File: config.mk
export PLATFORM = sky130hd
export DESIGN_NAME = link_sync_ctrl
export DESIGN_NICKNAME = d
export VERILOG_FILES = /design/src/rtl/link_sync_ctrl.sv
export SDC_FILE = /design/constraint.sdc
export NUM_CORES = 1
export LEC_CHECK = 0
export ABC_AREA = 1
export CORE_ASPECT_RATIO = 0.8
export CORE_UTILIZATION = 28
export CTS_BUF_LIST = sky130_fd_sc_hd__clkbuf_4 sky130_fd_sc_hd__clkbuf_8 sky130_fd_sc_hd__clkbuf_16
export CTS_CLUSTER_SIZE = 24
export DETAILED_ROUTE_END_ITERATION = 10
export DONT_BUFFER_PORTS = 1
export HOLD_SLACK_MARGIN = 0.08
export PLACE_DENSITY = 0.53
export SLEW_MARGIN = 0
export SYNTH_ARGS = -nofsm -noshare
export SYNTH_HDL_FRONTEND = slang
export SYNTH_SLANG_ARGS = --single-unit
File: constraint.sdc
create_clock -name clk_4f -period 1.2 [get_ports clk_4f]
set_input_delay 0.24 -clock clk_4f [delete_from_list [all_inputs] [get_ports clk_4f]]
set_output_delay 0.24 -clock clk_4f [all_outputs]
set_load 0.05 [all_outputs]
File: src/rtl/link_sync_ctrl.sv
// Link training and byte-stream sequencing for the PHY TX/RX serializer pair.
// Latency: one clk_4f cycle from accepted payload to tx_byte, and from rx_byte to data_out.
// Backpressure: ready_out drops outside ACTIVE, on COM-insertion cycles and while reset is held.
//
// Ports:
//   clk_4f, reset         byte clock; synchronous active-high reset
//   rx_byte/rx_byte_valid aligned byte from the serial-to-parallel RX
//   data_in/valid_in      upstream payload offer; accepted when valid_in && ready_out
//   ready_out             combinational accept strobe
//   tx_byte               byte driven to the parallel-to-serial TX
//   active                link locked
//   idle_out              tx_byte currently carries IDL
//   data_out/valid_out    filtered received payload, one-cycle valid pulse per byte
//   err_out               one-cycle pulse when upstream offered COM or IDL as payload
module link_sync_ctrl #(
    parameter logic [7:0]  COM         = 8'hBC,
    parameter logic [7:0]  IDL         = 8'h7C,
    parameter int unsigned N_LOCK      = 4,
    parameter int unsigned N_LOSS      = 3,
    parameter int unsigned SKIP_PERIOD = 16
) (
    input  logic       clk_4f,
    input  logic       reset,
    input  logic [7:0] rx_byte,
    input  logic       rx_byte_valid,
    input  logic [7:0] data_in,
    input  logic       valid_in,
    output logic       ready_out,
    output logic [7:0] tx_byte,
    output logic       active,
    output logic       idle_out,
    output logic [7:0] data_out,
    output logic       valid_out,
    output logic       err_out
);

    localparam int LOCK_W = $clog2(N_LOCK + 1);
    localparam int LOSS_W = $clog2(N_LOSS + 1);
    localparam int SKIP_W = $clog2(SKIP_PERIOD);

    // Terminal values: reaching the counter's maximum is detected one step early
    // so the transition happens on the same edge the count would hit it.
    localparam logic [LOCK_W-1:0] LOCK_LAST = LOCK_W'(N_LOCK - 1);
    localparam logic [LOSS_W-1:0] LOSS_LAST = LOSS_W'(N_LOSS - 1);
    localparam logic [SKIP_W-1:0] SKIP_LAST = SKIP_W'(SKIP_PERIOD - 1);

    typedef enum logic {
        TRAIN  = 1'b0,
        ACTIVE = 1'b1
    } state_t;

    state_t            state_q, state_d;
    logic [LOCK_W-1:0] lock_cnt, lock_d;
    logic [LOSS_W-1:0] loss_cnt, loss_d;
    logic [SKIP_W-1:0] skip_cnt, skip_d;
    logic [7:0]        tx_d;
    logic [7:0]        data_d;
    logic              active_d;
    logic              idle_d;
    logic              vout_d;
    logic              err_d;

    function automatic logic is_ctrl(input logic [7:0] b);
        return (b == COM) || (b == IDL);
    endfunction

    // Reset is folded in so upstream never sees an accept on an edge that
    // will be discarded by reset.
    assign ready_out = active && (skip_cnt != SKIP_LAST) && !reset;

    always_comb begin
        state_d  = state_q;
        lock_d   = lock_cnt;
        loss_d   = loss_cnt;
        skip_d   = skip_cnt;
        tx_d     = tx_byte;
        data_d   = data_out;
        active_d = active;
        idle_d   = idle_out;
        vout_d   = 1'b0;
        err_d    = 1'b0;

        case (state_q)
            TRAIN: begin
                tx_d   = COM;
                idle_d = 1'b0;
                loss_d = '0;
                skip_d = '0;
                if (rx_byte_valid && (rx_byte == COM)) begin
                    if (lock_cnt == LOCK_LAST) begin
                        state_d  = ACTIVE;
                        active_d = 1'b1;
                        lock_d   = '0;
                    end else begin
                        lock_d = lock_cnt + 1'b1;
                    end
                end else begin
                    lock_d = '0;
                end
            end

            ACTIVE: begin
                if (!rx_byte_valid && (loss_cnt == LOSS_LAST)) begin
                    // Loss overrides skip insertion and payload: the offered
                    // byte is not consumed and must be re-offered after relock.
                    state_d  = TRAIN;
                    active_d = 1'b0;
                    lock_d   = '0;
                    loss_d   = '0;
                    skip_d   = '0;
                    tx_d     = COM;
                    idle_d   = 1'b0;
                end else begin
                    loss_d = rx_byte_valid ? '0 : loss_cnt + 1'b1;

                    if (rx_byte_valid && !is_ctrl(rx_byte)) begin
                        data_d = rx_byte;
                        vout_d = 1'b1;
                    end

                    if (skip_cnt == SKIP_LAST) begin
                        tx_d   = COM;
                        idle_d = 1'b0;
                        skip_d = '0;
                    end else begin
                        skip_d = skip_cnt + 1'b1;
                        if (valid_in && !is_ctrl(data_in)) begin
                            tx_d   = data_in;
                            idle_d = 1'b0;
                        end else begin
                            // A control symbol offered as payload is swallowed
                            // and flagged; the line idles that cycle.
                            tx_d   = IDL;
                            idle_d = 1'b1;
                            err_d  = valid_in;
                        end
                    end
                end
            end

            default: begin
                state_d = TRAIN;
            end
        endcase
    end

    always_ff @(posedge clk_4f) begin
        if (reset) begin
            state_q   <= TRAIN;
            lock_cnt  <= '0;
            loss_cnt  <= '0;
            skip_cnt  <= '0;
            tx_byte   <= 8'h00;
            active    <= 1'b0;
            idle_out  <= 1'b0;
            data_out  <= 8'h00;
            valid_out <= 1'b0;
            err_out   <= 1'b0;
        end else begin
            state_q   <= state_d;
            lock_cnt  <= lock_d;
            loss_cnt  <= loss_d;
            skip_cnt  <= skip_d;
            tx_byte   <= tx_d;
            active    <= active_d;
            idle_out  <= idle_d;
            data_out  <= data_d;
            valid_out <= vout_d;
            err_out   <= err_d;
        end
    end

endmodule

After elaboration in Yosys (flattened, before gate mapping)
Cells that the tools add are included.
- add/subtract/negate cells: 3
- reduce and logical (&&, ||, !) cells: 16
- muxes and demuxes: 27
- bitwise gates (word level): 2
- eq/ne operators: 11
- operators with widths (cell ; number):
    $mux W8 ; 3
    $eq A8 B7 Y1 const B ; 2
    $eq A8 B8 Y1 const B ; 2
    $pmux W8 S2 ; 1
    $mux W1 ; 10
    $mux W3 ; 3
    $mux W4 ; 2
    $pmux W4 S2 ; 1
    $logic_and A1 B1 Y1 ; 6
    $pmux W1 S2 ; 3
    $pmux W3 S2 ; 1
    $reduce_and A3 Y1 ; 2
    $reduce_or A5 Y1 ; 1
    $add A4 B1 Y4 const B ; 1
    $eq A4 B4 Y1 const B ; 1
    $logic_not A1 Y1 ; 4
    $mux W2 ; 2
    $ne A2 B2 Y1 const B ; 2
    $ne A4 B4 Y1 const B ; 1
    $pmux W2 S2 ; 1
    $add A3 B1 Y3 const B ; 1
    $eq A3 B2 Y1 const B ; 1
    $reduce_or A3 Y1 ; 1
    $add A2 B1 Y2 const B ; 1
    other kinds (4) ; 6
- word-level logic and storage cells: 69
- input port bits: 20
- register bits after elaboration: 30
- output and inout bits: 21

Depth between registers and ports, before layout
Gate-level depths: netlist of run 1.
- word-level depth: 8
- mapped depth: 10
- depth with buffers taken out: 10

Least setup slack after synthesis of run 1
OpenSTA, ideal clock, no wires.
- kind: reg2out
- start: register active
- end: output ready_out
- required time: 0.960 ns
- arrival: 1.177 ns
- setup slack: -0.217 ns
- buffers on the path: 0
- stages on the path, launching flop included: 5
- path through: dfxtp_1 -> inv_1 -> nor2_1 -> nand2_1 -> inv_1
- cells in the longest elaborated chain, start to end: 2
- ends and longest elaborated chain (element ; line ; RTL):
    start: declaration ; 30 ; output logic active,
    start signal: assignment ; 165 ; active <= active_d;
    $logic_and A1 B1 Y1 (2 in series) ; 69 ; assign ready_out = active && (skip_cnt != SKIP_LAST) && !reset;
    end: declaration ; 28 ; output logic ready_out,
Every way passes these cells.

Worst setup path in the final report of run 1
- start: register skip_cnt[1]
- end: output ready_out
- cells in the longest elaborated chain, start to end: 3
- ends and longest elaborated chain (element ; line ; RTL):
    start: declaration ; 55 ; logic [SKIP_W-1:0] skip_cnt, skip_d;
    start signal: assignment ; 163 ; skip_cnt <= skip_d;
    $ne A4 B4 Y1 ; 69 ;
    $logic_and A1 B1 Y1 (2 in series) ; 69 ;
Every way passes these cells.

==> results of run 1 <==
-- cells in the mapped netlist, types with 2 or more instances --
cell type	count	area, µm²
nand4_1	7	43.79
dfxtp_1	30	600.6
nand3_1	9	45.04
ha_1	3	37.54
nand2_2	3	18.77
inv_2	5	18.77
nor3b_2	3	37.54
a21oi_1	6	30.03
nor3_1	2	10.01
nor2_1	21	78.83
nand2_4	3	33.78
nand2_1	36	135.1
nand3b_1	3	22.52
inv_1	33	123.9
-- path summary, 6_finish.rpt --
check                          from                     end  slack [ns]  cells after the start
min reg2reg  loss_cnt[0]$_SDFF_PP0_  loss_cnt[0]$_SDFF_PP0_        0.41                      1
max reg2reg  loss_cnt[0]$_SDFF_PP0_   tx_byte[4]$_SDFF_PP0_        0.05                     10
min                      data_in[1]   tx_byte[1]$_SDFF_PP0_        0.13                      1
max          skip_cnt[1]$_SDFF_PP0_               ready_out       -0.20                      4
-- state kept, by name, summed over array words and instances, names as in the netlist --
signal / cells
lock_cnt: 3
err_out: 1
loss_cnt: 2
data_out: 8
skip_cnt: 4
state_q: 1
active: 1
tx_byte: 8
valid_out: 1
idle_out: 1
-- power groups by stage --
| stage | clock [mW] | combinational (mW) | sequential (mW) |
|---|---|---|---|
| 2_1_floorplan | 0 | 0.0540 | 1.06 |
| 3_3_place_gp | 0 | 0.0755 | 1.05 |
| 3_5_place_dp | 0 | 0.0755 | 1.05 |
| 4_1_cts | 0.887 | 0.0862 | 1.03 |
| 5_1_grt | 0.943 | 0.0964 | 1.03 |
| 6_report | 0.854 | 0.0854 | 1.03 |
-- what timing repair did --
action | CTS | global route
hold buffers | 3 | 0
pin swaps | 4 | 6
endpoints found under the hold margin | 6 | 0
gates resized for setup | 7 | 4
endpoints found under the setup margin | 5 | 7
buffers inserted | 3 | 1
-- metrics by stage --
| step | worst slack (ns) | instances | util [%] | instance area (µm²) | hold slack, ns |
|---|---|---|---|---|---|
| after global placement | -0.02423 | 247 | 33.12 | 1531 | 0.3212 |
| after CTS | -0.2227 | 260 | 36.74 | 1699 | 0.1124 |
| final | -0.2029 | 260 | 37.07 | 1714 | 0.1251 |
| after floorplan | 0.008848 | 177 | - | 1375 | 0.3091 |
| after global routing | -0.2606 | 260 | 37.07 | 1714 | 0.1117 |
| after detailed placement | -0.02864 | 247 | 33.12 | 1531 | 0.3224 |
-- layer usage --
| layer | GRT usage, % | wire, µm | up-vias |
|---|---|---|---|
| li1 | - | - | 594 |
| met1 | 14.61 | 1261 | 488 |
| met2 | 19.55 | 1243 | 33 |
| met3 | 5.571 | 229 | 5 |
| met4 | 4.773 | 28 | 0 |
| met5 | 0 | 0 | - |
-- layout make-up --
type,instances,area [µm²]
multi-input combinational,106,649.4
clock inverter,1,5.005
tap,60,75.07
inverter,39,153.9
clock buffer,7,90.09
timing repair buffer,17,135.1
sequential,30,605.6
fill,494,2910
-- worst max-delay path: stages, from the launching register on --
cell and delay (ns):
dfxtp_2 0.35, ha_4 0.15, nand3_4 0.08, nand2_4 0.08, clkinvlp_4 0.23
-- logic make-up (layout without fill, tap and decap cells) --
family,Yosys count,in the layout,share of synthesized area [%]
xor gates and xnor gates,2,2,1.297
DFF,30,30,44.44
AOI/OAI and AO/OA,9,9,3.426
buffers and inverters,41,64,11.57
and+or+nand+nor,92,92,36.48
adders and majority gates,3,3,2.778
==> results.md, run 1 <==
- Number of synthesized flops with an enable pin: 0
- Netlist cell types: 27
- Port buffer count: 0
- DRT antenna net count: 0
- Drt wl/cell: 10.63 µm
- Post-Syn Area: 0.001351 mm²
- Area delta synth->final: 26.85%
- Max-slew headroom at the worst pin: 66.06%
- Sw frac: 22.66%
- Avg Inst Size Synth: 7.634 µm²
- Worst setup margin: -0.2029 ns
- Required @ worst endpoint: 0.96 ns
- Main synth FF type: dfxtp_1
- Clock root cell: clkbuf_8
- Share of cells above drive strength 1: 27.00%
- P_int: 1.520 mW
- Global route overflow: 0
- Clock share of power: 43.4%
- Synth async-reset ratio: 0%
- Final period util: 116.9%
- 1st-iter DRT viols: 23
- Commonest non-fill, non-tap cell in the layout: nand2_1
- Routed WL: 2763 µm
- Clock skew: 0.002067 ns
- RSZ-0062 raised after global routing: yes
- Worst Hold Class: in -> reg
- Final Wtd Congestion: 0.7468
- Post-Syn Nets: 200
- # DRC: 0
- Syn Inst Count: 177
- Clock sink count: 30
- Total CTS buffers: 5
- FP Rows: 22
- GR Util All Layers: 12.39%
- F_max: 712.8 MHz
- Worst Setup Start Kind: register
- Synthesis-stage register bit count: 30
- Power Total: 1.966 mW
- Level count of the clock H-tree: 2
- Core ar.: 0.004624 mm²
- Ant. Diodes: 0
- Vias per cell: 4.308
- DIE AREA: 0.005110 mm²
- Combinational Power Share: 4.3%
- Net Sw Power: 0.4456 mW
- Io pins: 41
- Pre-Repair DR Iteration Count: 4
- Setup TNS: -0.2029 ns
- Total of max-cap violations: 0
- Critical path class: reg -> out
- Max clock buf depth: 2
- Violated checks: setup timing
- Clock-pin slew on the worst setup and hold paths: 0.06 ns
- Actual slew at the worst max-slew pin: 0.5085 ns
- Reg power frac: 52.2%
- Most frequent cells in the layout: nand2_1 (35), inv_1 (31), dfxtp_1 (26), nor2_1 (19), buf_4 (14)
- Cell Pwr Density: 1147 mW/mm²
- Vias in the first global route: 1118
- Syn. warnings: 0
- CP Max Fanout: 2
- Leakage: 0.7730 nW
- CTS tree: yes
- First-pass GRT wire length: 4836 µm
- Dpl hpwl: 1955 µm
- Worst skew pair latency: 0.27 ns
- Fin crit period: 1.403 ns
- Die Height: 64.14 µm
- Starting density of the core: 29.22%
- Final Hold Fails: 0
- Status: finished, violations left
- Data arrival time of the critical path: 1.16 ns
- Pins over their slew limit: 0
- Sequential fraction of the synthesis area: 44.44%
- CP Capture Type: primary output
- Die width: 79.67 µm
- Via count: 1120
- VDD IR max: 0.0004637 V
- Setup-failing EPs final: 1
- Largest net degree at the start of global routing: 17
- Nets: 222
- Initial antenna violation count: 0
Note: power is estimated with default switching activity, not from simulation.
==> run 2: changes to the inputs <==
CORE_UTILIZATION = 54   (was 28)
PLACE_DENSITY = 0.82   (was 0.53)
==> run 2 against run 1 <==
Effect of this change:
- power is 11% higher
- non-clock buffer count up 6
- flip-flop and latch count unchanged
- utilization is 41 points higher
- the flow finishes with violations (DRC, setup timing)
- critical path depth stayed put
- clock power increased by 24%
- count of clock-buffer cells in the layout fell by 1
- largest power group is now clock
- global-route usage up 11 points
- final area up 3.1%
- register-to-register slack worse by 0.10 ns
- clock skew increased by 0.011 ns
- worst hold slack got worse by 0.053 ns
==> results.md, run 2 (synthesis gave the netlist of run 1 again) <==
- Status: finished, violations left (unchanged)
- CP Capture Type: primary output (unchanged)
- # DRC: 4 (was 0)
- Die Height: 46.74 µm (was 64.14 µm)
- Worst Setup Start Kind: register (unchanged)
- Via count: 1222 (was 1120)
- Vias in the first global route: 1062 (was 1118)
- Final Wtd Congestion: 0.7796 (was 0.7468)
- VDD IR max: 0.0008120 V (was 0.0004637 V)
- Drt wl/cell: 13.74 µm (was 10.63 µm)
- Final period util: 124.7% (was 116.9%)
- Met3 usage: 7.163% (was 5.571%)
- Global route overflow: 0 (unchanged)
- Met1 Resource Use GR: 23.77% (was 14.61%)
- Worst skew pair latency: 0.33 ns (was 0.27 ns)
- Nets: 228 (was 222)
- Initial antenna violation count: 0 (unchanged)
- Critical-path top delay cell: dfxtp_2 (unchanged)
- Area delta synth->final: 30.83% (was 26.85%)
- Most frequent cells in the layout: nand2_1 (35), inv_1 (31), nor2_1 (18), buf_4 (16) (was nand2_1 (35), inv_1 (31), dfxtp_1 (26), nor2_1 (19), buf_4 (14))
- Violated checks: DRC, setup timing (was setup timing)
- Worst setup margin: -0.2967 ns (was -0.2029 ns)
- First-pass GRT wire length: 4519 µm (was 4836 µm)
- Largest regs: data_out (8), tx_byte (8), skip_cnt (4) (unchanged)
- Share of cells above drive strength 1: 33.50% (was 27.00%)
- CTS tree: yes (unchanged)
- Data arrival time of the critical path: 1.26 ns (was 1.16 ns)
- 1st-iter DRT viols: 83 (was 23)
- Fin crit period: 1.497 ns (was 1.403 ns)
- Total of max-cap violations: 0 (unchanged)
- Largest net degree at the start of global routing: 17 (unchanged)
- Worst path cell trace: ha_4 > nand3_4 > nand2_2 > clkinvlp_4 (was ha_4 > nand3_4 > nand2_4 > clkinvlp_4)
- Required @ worst endpoint: 0.96 ns (about the same)
- Layout Cells excl Fill: 231 (was 260)
- CP startpoint: skip_cnt[1]$_SDFF_PP0_ (unchanged)
- Actual slew at the worst max-slew pin: 0.3077 ns (was 0.5085 ns)
- Worst reg2reg startpoint: skip_cnt[1]$_SDFF_PP0_ (was loss_cnt[0]$_SDFF_PP0_)
- Clock skew: 0.01314 ns (was 0.002067 ns)
- Pins over their slew limit: 0 (unchanged)
- Routed WL: 3174 µm (was 2763 µm)
- F_max: 668.1 MHz (was 712.8 MHz)
- Total CTS buffers: 5 (unchanged)
- Level count of the clock H-tree: 2 (unchanged)
- GR Util All Layers: 23.05% (was 12.39%)
- Setup-failing EPs final: 3 (was 1)
- Max clock buf depth: 2 (unchanged)
- Final instance area: 0.001768 mm² (was 0.001714 mm²)
- Port buffer count: 0 (unchanged)
- Filler Cells Inserted: 142 (was 494)
- DRT antenna net count: 0 (unchanged)
- Starting density of the core: 60.00% (was 29.22%)
- DP Cell Count: 210 (was 247)
- GR Util met2: 44.14% (was 19.55%)
- Final Hold Fails: 0 (unchanged)
- Io pins: 41 (unchanged)
- Clock-pin slew on the worst setup and hold paths: 0.10 ns (was 0.06 ns)
- FP Rows: 15 (was 22)
- CP peak stage delay: 0.37 ns (was 0.35 ns)
- Max-slew headroom at the worst pin: 79.44% (was 66.06%)
- Worst Hold Class: in -> reg (unchanged)
- Dpl hpwl: 1927 µm (was 1955 µm)
- Reg2reg path depth: 8 (was 10)
- CP Max Fanout: 2 (unchanged)
- Clock sink count: 30 (unchanged)
- Pre-Repair DR Iteration Count: 7 (was 4)
- Vias per cell: 5.290 (was 4.308)
- Worst setup endpoint: ready_out (unchanged)
- DIE AREA: 0.002708 mm² (was 0.005110 mm²)
- Reg-to-Reg End: tx_byte[4]$_SDFF_PP0_ (unchanged)
- Area post-placement: 0.001473 mm² (was 0.001531 mm²)
- Critical path class: reg -> out (unchanged)
- Cell Pwr Density: 1236 mW/mm² (was 1147 mW/mm²)
- Clock root cell: clkbuf_4 (was clkbuf_8)
- Die width: 57.93 µm (was 79.67 µm)
- Core ar.: 0.002252 mm² (was 0.004624 mm²)
- GRT busiest layer: met2 (unchanged)
- Hold WS: 0.07254 ns (was 0.1251 ns)
- RSZ-0062 raised after global routing: yes (unchanged)
- Commonest non-fill, non-tap cell in the layout: nand2_1 (unchanged)
- Ant. Diodes: 0 (unchanged)
- Leakage: 0.8198 nW (was 0.7730 nW)
- R2R setup slack: -0.05 ns (was 0.05 ns)
-- run 2: layout make-up --
cell class                 instances  area [µm²]  share of cell area [%]
multi-input combinational        106       661.9                   37.44
sequential                        30       619.3                   35.03
timing repair buffer              23       190.2                   10.76
inverter                          39       153.9                   8.705
clock inverter                     2       60.06                   3.397
clock buffer                       6       51.30                   2.902
tap                               25       31.28                   1.769
-- run 2: worst min path at each step --
stage | startpoint | endpoint | depth (start not counted)
2_1_floorplan | reset | tx_byte[7]$_SDFF_PP0_ | 1
3_3_place_gp | reset | valid_out$_SDFF_PP0_ | 1
3_5_place_dp | reset | valid_out$_SDFF_PP0_ | 1
4_1_cts | reset | active$_SDFFE_PP0P_ | 3
5_1_grt | valid_in | tx_byte[3]$_SDFF_PP0_ | 3
6_report | valid_in | tx_byte[3]$_SDFF_PP0_ | 3
-- run 2: layer usage --
metal	vias to the layer above	wire, µm	part of all wire [%]
li1	599	-	-
met1	571	1263	40
met2	47	1644	52
met3	5	228	7.2
met4	0	36	1.1
met5	-	0	0
-- run 2: critical path, delay by kind of cell, from the launching register on --
family	cells	cell delay, ns
adder cells (fa/ha/maj)	1	0.16
buffers and inverters	1	0.23
flip-flops	1	0.37
AND/OR/NAND/NOR	2	0.17
-- run 2: metrics by stage --
| step | util, % | TNS (ns) | power (mW) | setup slack, ns |
|---|---|---|---|---|
| floorplan | - | 0 | 1.115 | 0.008848 |
| global placement | 65.39 | 0 | 1.120 | 0.0003771 |
| detailed placement | 65.39 | -0.1365 | 1.123 | -0.06721 |
| CTS | 75.72 | -0.3024 | 2.186 | -0.2945 |
| global route | 78.50 | -0.6521 | 2.239 | -0.3388 |
| finish | 78.50 | -0.3524 | 2.186 | -0.2967 |
-- run 2: repair_timing --
item,4_1_cts,5_1_grt
gates resized for setup,20,5
pin swaps,7,5
hold buffers,5,2
endpoints found under the hold margin,14,1
endpoints found under the setup margin,20,9
setup buffers,4,3
-- run 2: where the power goes --
group / internal (mW) / switching (mW)
Sequential: 1.01 / 0.0282
Combinational: 0.0376 / 0.0592
Clock: 0.706 / 0.350
Total: 1.75 / 0.437
==> run 3: changes to the inputs <==
GPL_TIMING_DRIVEN = 0   (was unset)
==> run 3 against run 2 <==
Effect of this change:
- the run still ends with DRC, setup timing left
- sequential power barely moved
- critical path depth unchanged
- first-iteration DRC count down 45%
- power decreased by 22%
- combinational power rose by 4%
- critical endpoint unchanged
==> results.md, run 3 (synthesis gave the netlist of run 1 again) <==
- Combinational Power Share: 5.9% (was 4.4%)
- Starting density of the core: 60.00% (unchanged)
- Util after Layout: 74.78% (was 78.50%)
- Area delta synth->final: 24.63% (was 30.83%)
- Met1 Resource Use GR: 24.23% (was 23.77%)
- Dpl ws: -0.1168 ns (was -0.06721 ns)
- Setup-failing EPs final: 5 (was 3)
- DIE AREA: 0.002708 mm² (unchanged)
- Worst setup margin: -0.3162 ns (was -0.2967 ns)
- Core ar.: 0.002252 mm² (unchanged)
- Total CTS buffers: 5 (unchanged)
- Hold WS: 0.07141 ns (was 0.07254 ns)
- DRT antenna net count: 0 (unchanged)
- Routed WL: 3113 µm (was 3174 µm)
- Drt wl/cell: 13.90 µm (was 13.74 µm)
- Level count of the clock H-tree: 2 (unchanged)
- Pins over their slew limit: 0 (unchanged)
- Area post-placement: 0.001406 mm² (was 0.001473 mm²)
- Fin crit period: 1.516 ns (was 1.497 ns)
- Worst reg2reg startpoint: loss_cnt[0]$_SDFF_PP0_ (was skip_cnt[1]$_SDFF_PP0_)
- Filler Cells Inserted: 172 (was 142)
- Nets: 222 (was 228)
- Critical-path top delay cell: dfxtp_2 (unchanged)
- Clock root cell: clkbuf_4 (unchanged)
- Sw frac: 26.15% (was 20.01%)
- Violated checks: DRC, setup timing (unchanged)
- Worst skew pair latency: 0.34 ns (was 0.33 ns)
- Most frequent cells in the layout: nand2_1 (35), inv_1 (31), dfxtp_2 (24), nor2_1 (17), buf_4 (9) (was nand2_1 (35), inv_1 (31), nor2_1 (18), buf_4 (16))
- Port buffer count: 0 (unchanged)
- GR Util met2: 37.93% (was 44.14%)
- Vias per cell: 5.210 (was 5.290)
- Share of cells above drive strength 1: 37.19% (was 33.50%)
- Cell Pwr Density: 1010 mW/mm² (was 1236 mW/mm²)
- R2R setup slack: -0.03 ns (was -0.05 ns)
- # DRC: 4 (unchanged)
- Actual slew at the worst max-slew pin: 0.3604 ns (was 0.3077 ns)
- Commonest non-fill, non-tap cell in the layout: nand2_1 (unchanged)
- P_int: 1.256 mW (was 1.749 mW)
- Critical path class: reg -> out (unchanged)
- Final Wtd Congestion: 0.7945 (was 0.7796)
- Max-slew headroom at the worst pin: 75.97% (was 79.44%)
- Net Sw Power: 0.4448 mW (was 0.4373 mW)
- Io pins: 41 (unchanged)
- GRT busiest layer: met2 (unchanged)
- Hold-fix buffers, CTS: 6 (was 5)
- Data arrival time of the critical path: 1.28 ns (was 1.26 ns)
- CP peak stage delay: 0.37 ns (about the same)
- Max clock buf depth: 2 (unchanged)
- Clock-pin slew on the worst setup and hold paths: 0.10 ns (about the same)
- Pre-Repair DR Iteration Count: 7 (unchanged)
- Worst path cell trace: ha_4 > nand3_4 > nand2_4 > clkinvlp_4 (was ha_4 > nand3_4 > nand2_2 > clkinvlp_4)
- Die Height: 46.74 µm (unchanged)
- Worst setup endpoint: ready_out (unchanged)
- Final period util: 126.3% (was 124.7%)
- Final Hold Fails: 0 (unchanged)
- Met3 usage: 11.85% (was 7.163%)
- Clock sink count: 30 (unchanged)
- Leakage: 0.7626 nW (was 0.8198 nW)
- Total of max-cap violations: 0 (unchanged)
- First-pass GRT wire length: 4333 µm (was 4519 µm)
- Largest net degree at the start of global routing: 11 (was 17)
- Global route overflow: 0 (unchanged)
- Clock skew: 0.01060 ns (was 0.01314 ns)
- Via count: 1167 (was 1222)
- Final instance area: 0.001684 mm² (was 0.001768 mm²)
- Status: finished, violations left (unchanged)
- Setup TNS: -0.4290 ns (was -0.3524 ns)
- Reg-to-Reg End: tx_byte[3]$_SDFF_PP0_ (was tx_byte[4]$_SDFF_PP0_)
- Required @ worst endpoint: 0.96 ns (about the same)
- Worst Hold Class: in -> reg (unchanged)
- FP Rows: 15 (unchanged)
- VDD IR max: 0.0007883 V (was 0.0008120 V)
- Ant. Diodes: 0 (unchanged)
- 1st-iter DRT viols: 46 (was 83)
- Initial antenna violation count: 0 (unchanged)
- CP Max Fanout: 3 (was 2)
- Clock share of power: 33.1% (was 48.3%)
- Vias in the first global route: 1042 (was 1062)
- GR Util All Layers: 22.61% (was 23.05%)
- Dpl hpwl: 1915 µm (was 1927 µm)
- Reg2reg path depth: 10 (was 8)
- Worst Setup Start Kind: register (unchanged)
- CP startpoint: skip_cnt[0]$_SDFF_PP0_ (was skip_cnt[1]$_SDFF_PP0_)
- CTS tree: yes (unchanged)
- CP Capture Type: primary output (unchanged)
- RSZ-0062 raised after global routing: yes (unchanged)
- Reg power frac: 61.0% (was 47.3%)
- Die width: 57.93 µm (unchanged)
- Largest regs: data_out (8), tx_byte (8), skip_cnt (4) (unchanged)
- F_max: 659.6 MHz (was 668.1 MHz)
-- run 3: cell count changes in the layout (fill, tap and decap cells not counted), moves of 2 or more --
cell,change
buf_4,-7
dfxtp_1,-10
bufinv_16,-2
clkinv_2,+2
dfxtp_2,+9
dlygate4sd3_1,-2
-- run 3: worst max-delay path: cells and delay by family (launching register included) --
family	cells	cell delay [ns]
buffers and inverters	1	0.23
AND/OR/NAND/NOR	2	0.18
flip-flops	1	0.37
adder cells (fa/ha/maj)	1	0.15
-- run 3: area by class of cell --
class                      count  area (µm²)  share of cell area, %
multi-input combinational    106       675.6                  40.12
sequential                    30       634.4                  37.67
inverter                      39       153.9                  9.138
timing repair buffer          15       130.1                  7.727
clock buffer                   5       37.54                  2.229
tap                           25       31.28                  1.857
buffer                         2       11.26                 0.6686
clock inverter                 2       10.01                 0.5944
-- run 3: power by group through the flow --
stage / clock (mW) / combinational (mW) / sequential [mW]
final: 0.562 / 0.101 / 1.04
after global routing: 0.614 / 0.110 / 1.04
after CTS: 0.561 / 0.0839 / 1.04
after detailed placement: 0 / 0.0646 / 1.06
after global placement: 0 / 0.0611 / 1.06
after floorplan: 0 / 0.0540 / 1.06
-- run 3: worst min path at each step --
stage                      from                     to  depth (start not counted)
after global placement    reset   valid_out$_SDFF_PP0_                          1
after detailed placement  reset   valid_out$_SDFF_PP0_                          1
after global routing      reset    active$_SDFFE_PP0P_                          3
final                     reset    active$_SDFFE_PP0P_                          3
after CTS                 reset    active$_SDFFE_PP0P_                          3
after floorplan           reset  tx_byte[7]$_SDFF_PP0_                          1
-- run 3: metrics by stage --
| step | total power, mW | std cells |
|---|---|---|
| 6_report | 1.701 | 224 |
| 5_1_grt | 1.763 | 224 |
| 3_5_place_dp | 1.127 | 202 |
| 4_1_cts | 1.683 | 218 |
| 3_3_place_gp | 1.123 | 202 |
| 2_1_floorplan | 1.115 | 177 |
-- run 3: repair_timing --
| item | 4_1_cts | 5_1_grt |
|---|---|---|
| setup buffers | 3 | 6 |
| gates resized for setup | 27 | 15 |
| endpoints found under the hold margin | 11 | 1 |
| endpoints found under the setup margin | 28 | 17 |
| pin swaps | 4 | 9 |
-- run 3: routing by layer --
| layer | up-vias | routed length (µm) |
|---|---|---|
| met1 | 530 | 1153 |
| met5 | - | 0 |
| li1 | 585 | - |
| met4 | 0 | 75 |
| met3 | 6 | 220 |
| met2 | 46 | 1665 |
